**src/rtl/cnn1d_pkg.sv**
```systemverilog
// Shared constants for the 1D-CNN datapath.
//   DATA_WIDTH : width of a datapath sample.
package cnn1d_pkg;

   localparam int unsigned DATA_WIDTH = 16;

endpackage

```
**src/rtl/pow_arbiter.sv**
```systemverilog
// Round-robin arbiter sharing one pow unit between NUM_REQ requesters.
// Each issued operand pushes the requester index into a tag FIFO. pow returns
// results in issue order, so the FIFO head routes each result back to its owner.
//
// Ports:
//   clk, rst        : clock, synchronous active-high reset
//   req_valid_in    : per-requester operand valid
//   req_data_in     : per-requester operand
//   req_ready_in    : per-requester accept (one-hot or zero)
//   pow_valid_in    : operand valid towards pow
//   pow_data_in     : operand towards pow
//   pow_ready_in    : pow accepts operand
//   pow_valid_out   : pow result valid
//   pow_data_out    : pow result
//   pow_ready_out   : arbiter accepts pow result
//   rsp_valid_out   : per-requester result valid (one-hot or zero)
//   rsp_data_out    : result, shared by all requesters
//   rsp_ready_out   : per-requester result accept
//   inflight        : tag FIFO occupancy
//   tag_err         : sticky, a result arrived with no tag outstanding
module pow_arbiter
   import cnn1d_pkg::*;
#(
   parameter int unsigned NUM_REQ   = 4,
   parameter int unsigned TAG_DEPTH = 8,
   localparam int unsigned TAG_W    = $clog2(NUM_REQ),
   localparam int unsigned PTR_W    = $clog2(TAG_DEPTH),
   localparam int unsigned CNT_W    = PTR_W + 1
) (
   input  logic                                clk,
   input  logic                                rst,
   input  logic [NUM_REQ-1:0]                  req_valid_in,
   input  logic [NUM_REQ-1:0][DATA_WIDTH-1:0]  req_data_in,
   output logic [NUM_REQ-1:0]                  req_ready_in,
   output logic                                pow_valid_in,
   output logic [DATA_WIDTH-1:0]               pow_data_in,
   input  logic                                pow_ready_in,
   input  logic                                pow_valid_out,
   input  logic [DATA_WIDTH-1:0]               pow_data_out,
   output logic                                pow_ready_out,
   output logic [NUM_REQ-1:0]                  rsp_valid_out,
   output logic [DATA_WIDTH-1:0]               rsp_data_out,
   input  logic [NUM_REQ-1:0]                  rsp_ready_out,
   output logic [CNT_W-1:0]                    inflight,
   output logic                                tag_err
);

   logic [TAG_W-1:0] rr_ptr_q, rr_ptr_d;
   logic [TAG_W-1:0] grant, head, sel;
   logic [TAG_W-1:0] tag_mem_q [TAG_DEPTH];
   logic [PTR_W-1:0] wr_ptr_q, rd_ptr_q;
   logic [CNT_W-1:0] count_q;
   logic             tag_err_q;
   logic             fifo_full, fifo_empty, issue, pop;

   // Full is judged on the registered count, so a same-cycle pop never frees a slot.
   assign fifo_full  = (count_q == CNT_W'(TAG_DEPTH));
   assign fifo_empty = (count_q == '0);

   // First valid requester at or after rr_ptr, wrapping modulo NUM_REQ.
   always_comb begin
      logic        found;
      int unsigned idx;
      grant = rr_ptr_q;
      found = 1'b0;
      idx   = 0;
      for (int unsigned i = 0; i < NUM_REQ; i++) begin
         idx = (32'(rr_ptr_q) + i) % NUM_REQ;
         if (!found && req_valid_in[idx]) begin
            grant = TAG_W'(idx);
            found = 1'b1;
         end
      end
   end

   assign issue = (|req_valid_in) & pow_ready_in & ~fifo_full & ~rst;

   always_comb begin
      rr_ptr_d = rr_ptr_q;
      if (issue) begin
         rr_ptr_d = (grant == TAG_W'(NUM_REQ - 1)) ? '0 : grant + TAG_W'(1);
      end
   end

   // Issue side.
   always_comb begin
      req_ready_in = '0;
      if (issue) begin
         req_ready_in[grant] = 1'b1;
      end
      pow_valid_in = issue;
      sel          = issue ? grant : rr_ptr_q;
      pow_data_in  = req_data_in[sel];
   end

   // Response side. With no tag outstanding the result is drained and dropped.
   always_comb begin
      head          = tag_mem_q[rd_ptr_q];
      rsp_valid_out = '0;
      if (pow_valid_out && !fifo_empty && !rst) begin
         rsp_valid_out[head] = 1'b1;
      end
      rsp_data_out  = pow_data_out;
      pow_ready_out = ~rst & (fifo_empty | rsp_ready_out[head]);
   end

   assign pop = pow_valid_out & pow_ready_out & ~fifo_empty;

   always_ff @(posedge clk) begin
      if (rst) begin
         rr_ptr_q  <= '0;
         wr_ptr_q  <= '0;
         rd_ptr_q  <= '0;
         count_q   <= '0;
         tag_err_q <= 1'b0;
      end else begin
         rr_ptr_q <= rr_ptr_d;
         if (issue) begin
            wr_ptr_q <= wr_ptr_q + PTR_W'(1);
         end
         if (pop) begin
            rd_ptr_q <= rd_ptr_q + PTR_W'(1);
         end
         if (issue && !pop) begin
            count_q <= count_q + CNT_W'(1);
         end else if (pop && !issue) begin
            count_q <= count_q - CNT_W'(1);
         end
         if (pow_valid_out && fifo_empty) begin
            tag_err_q <= 1'b1;
         end
      end
   end

   // Tag storage needs no reset: entries are only read while the count covers them.
   always_ff @(posedge clk) begin
      if (issue) begin
         tag_mem_q[wr_ptr_q] <= grant;
      end
   end

   assign inflight = count_q;
   assign tag_err  = tag_err_q;

endmodule

```
**config.mk**
```make
export PLATFORM = sky130hd
export DESIGN_NAME = pow_arbiter
export DESIGN_NICKNAME = d
export VERILOG_FILES = /design/src/rtl/cnn1d_pkg.sv /design/src/rtl/pow_arbiter.sv
export SDC_FILE = /design/constraint.sdc
export NUM_CORES = 1
export LEC_CHECK = 0
export ABC_AREA = 1
export ABC_CLOCK_PERIOD_IN_PS = 3200
export BUFFER_PORTS_ARGS = -buffer_cell sky130_fd_sc_hd__clkbuf_2
export CAP_MARGIN = 20
export CORE_AREA = 2 2 82 84
export CTS_BUF_LIST = sky130_fd_sc_hd__clkbuf_4 sky130_fd_sc_hd__clkbuf_8
export CTS_CLUSTER_SIZE = 24
export DETAILED_ROUTE_END_ITERATION = 6
export DIE_AREA = 0 0 84 86
export PLACE_DENSITY_LB_ADDON = 0.25
export SETUP_SLACK_MARGIN = 0.02
export SLEW_MARGIN = 20
export SYNTH_ARGS = -nofsm -noshare
export SYNTH_HDL_FRONTEND = slang
export SYNTH_SLANG_ARGS = --single-unit
```
**constraint.sdc**
```tcl
create_clock -name clk -period 3.2 [get_ports clk]
set_clock_uncertainty 0.2 [all_clocks]
set_input_delay 0.16 -clock clk [delete_from_list [all_inputs] [get_ports clk]]
set_output_delay 0.16 -clock clk [all_outputs]
set_load 0.005 [all_outputs]
```
==> impl_summary.md <==
Run status
The flow ran to the end, and the final reports show no timing, DRC or antenna violations.

CTS
CTS built an H-tree with a depth of 2. The clock-pin slew on the worst setup and hold paths is 0.06 ns. TritonCTS built the clock tree. The root buffer cell is clkbuf_8. The clock latency on the worst-skew pair is 0.28 ns.

The number of clock buffers inserted by TritonCTS is 5. No sink is reached through more buffers than the 2 on the longest clock path. The number of setup buffers added after CTS is 0.

The number of sinks handled by clock tree synthesis is 32.

Logic synthesis
The count of mapped cells out of synthesis is 444. The synthesized design contains 16 enable-type register cells. Of the synthesized area, sequential elements account for 28.9%.

After synthesis, the netlist uses 27 different library cells. The synthesized netlist occupies a cell area of 2770 um2. The most frequently used cell type in the post-synthesis netlist is nand2_1. The area fraction of the dominant cell type after synthesis is 26.4%. The dominant register cell in the synthesized netlist is edfxtp_1. The flip-flop and latch count after synthesis is 32. Counting flops with an async set or reset pin after synthesis yields a share of 0%. For this run, the number of Yosys warnings is 0.

A synthesized cell averages 6.24 um2. Ranked by instance count, the synthesized netlist is headed by 195 x nand2_1, 58 x nand3_1, 32 x inv_1, 28 x nor2_1, 23 x nand2_2. Sorting the synthesized cells by area gives the leading types as nand2_1 26%, edfxtp_1 17%, dfxtp_1 12%. The library cell with the largest summed area after synthesis is nand2_1. The number of nets handed over by synthesis was 546.

Route
The routed via count divided by cell count is 4.79. The detailed-router iteration count before antenna repair is 4. The final wirelength is 6820 um. The starting DRC count in detailed routing is 101. The count of nets left with antenna violations once routing finished came out at 0. Dividing the detail-routed wire length by the instance count gives 11.2 um. The routed layout has 2928 vias.

In the routed design, unresolved DRC markers number 0.

Critical path
The startpoint-to-endpoint class of the critical path is flip-flop to flip-flop. In this run the worst path has a maximum fanout of 12. The worst setup path is captured at a flip-flop.

At the worst endpoint, the arrival time is 2.88 ns. The nature of the critical path startpoint is a flip-flop. The data required time of the critical path is 3.17 ns.

The cell depth of the worst flop-to-flop path is 20.

Timing
The final count of pins violating max slew came to 0. The setup-violating endpoint count in the final report is 0. The final count of hold timing violations is 0. For the pin with the worst max-slew slack, the measured transition is 0.327 ns.

The aggregate negative setup slack is 0 ns. The routed design could run at a clock period as short as 2.90 ns. Dividing the final minimum period by the clock period gives 90.7%. The highest clock rate is 345 MHz. Measured against its own limit, the worst slew margin works out to 78.1%. Setup repair after global routing left no endpoint under its margin. The worst-case hold slack is 0.120 ns.

Global routing
The initial antenna violation count is 0. The wire length of the first global-routing pass is 11400 um. The via count of the first global-routing pass is 2679. Entering global routing, the biggest net connects 33 pins. After global routing the overflow that remains totals 0. Global routing used 18.8% of the available tracks across all layers.

Pwr
IR analysis of the VDD net gives a maximum drop of 227 uV. Summed over all cells, the static leakage comes to 1.88 nW. The total power density per cell area is 480 nW/um2. The overall power is 0.00160 W.

Cells and area
For this run, the post-layout net count is 635. Relative to the synthesized area, the layout overhead comes to 20.4%. The total inserted antenna cells is 0. The end-of-flow core utilization is 53.1%.

After the flow finishes, the layout carries non-filler instances totaling 611. The share of layout cells above drive strength 1 is 29.4%.

Run
The max-cap violation count is 0.

Floorplan
The floorplan has 29 rows. The overall die width is 84 um. The y dimension of the die is 86 um. The die outline area is 7220 um2.

For this configuration, the core starts out at a cell density of 44.1%. The number of ports placed on the die boundary is 139. In this run the standard cell core region covers 6280 um2.

Placement
Detailed placement finished with a half-perimeter wire length of 5400 um. The quantity of I/O buffers inserted on ports is 106. The instance count after placement with tap cells included is 601. The routability congestion estimate from global placement is 0.852.

Hold path
The classification of the worst-slack hold path is primary input to output port. The number of instances on the worst hold path is 0.
==> power breakdown <==
| part | leakage [nW] | switching [W] | internal, W |
|---|---|---|---|
| Combinational | 1.55 | 0.000473 | 0.000294 |
| Sequential | 0.279 | 0.0000391 | 0.000488 |
| Clock | 0.0491 | 0.000139 | 0.000169 |
==> placed cells by master (no fill, tap or decap), types with 2 or more instances in the layout <==
master / Yosys / routed
nand2_1: 195 / 193
o21ai_0: 7 / 7
inv_2: 4 / 4
nor2_1: 28 / 28
clkbuf_4: 0 / 2
ha_1: 9 / 9
buf_4: 18 / 6
nor3_1: 2 / 2
xor2_1: 3 / 3
dfxtp_1: 16 / 13
a21oi_1: 9 / 9
dfxtp_2: 0 / 2
nand3_1: 58 / 58
edfxtp_1: 16 / 16
nand2_2: 23 / 25
clkbuf_8: 0 / 5
inv_1: 32 / 32
dlygate4sd3_1: 0 / 2
clkbuf_2: 0 / 106
==> stage by stage <==
stage	setup WS, ns	area [um2]
global route	0.0250	3340
CTS	0.0660	3320
finish	0.298	3340
global placement	0.205	3210
floorplan	0.474	2770
detailed placement	0.0731	3210
==> routing by layer <==
layer  GRT usage [%]  part of all wire (%)
met5               0                     0
met1            22.7                    43
met4            5.72                   1.3
met2            34.0                    51
met3            3.75                   5.1
==> timing repair <==
action                                  in CTS  in global routing
hold buffers                                 2                  0
endpoints found under the setup margin       0                 18
endpoints found under the hold margin        6                  0
resized for setup                            0                  7
==> logic make-up (layout without fill, tap and decap cells) <==
kind of cell    after synthesis  count (layout)  share of synthesized area (%)
compound gates               18              18                           3.34
xor+xnor                      3               3                          0.949
fa+ha+maj                    10              10                           4.79
buf+inv                      69             159                           13.5
flops                        32              32                           28.9
simple gates                312             312                           48.5
==> cell type report <==
type,instances,area [um2]
Sequential cell,32,807
Multi-Input combinational cell,343,1610
Tap cell,77,96.3
Timing Repair Buffer,114,596
Clock buffer,7,83.8
Clock inverter,1,5.00
Inverter,37,139
Fill cell,650,2940
==> sequential cells by signal, summed over array words and instances, names as in the netlist, named ones only <==
name       count
inflight       4
rd_ptr_q       3
rr_ptr_q       2
tag_err        1
tag_mem_q     16
wr_ptr_q       3
==> path summary, 6_finish.rpt <==
check,end,slack [ns],start
worst max-delay path,inflight[3],0.30,flip-flop
worst min-delay path,rsp_data_out[12],0.12,pow_data_out[12]
worst max register to register,inflight[3],0.30,flip-flop
worst min register to register,tag_err,0.27,tag_err
==> worst max-delay path, cell delays in order (launching register included) <==
cell	delay, ns
dfxtp_4	0.40
inv_1	0.10
o21ai_1	0.13
nand3_1	0.13
nand2_2	0.14
nand2_1	0.07
nand2_1	0.06
nand2_1	0.06
nand2_1	0.12
nand2_2	0.10
ha_1	0.22
inv_1	0.12
ha_1	0.25
nand2_1	0.08
nand2_1	0.05
a21oi_1	0.16
nor2_1	0.06
nor2_1	0.08
nand2_1	0.07
o21ai_0	0.15
a21oi_1	0.05
Power figures use the tool's default switching activity.
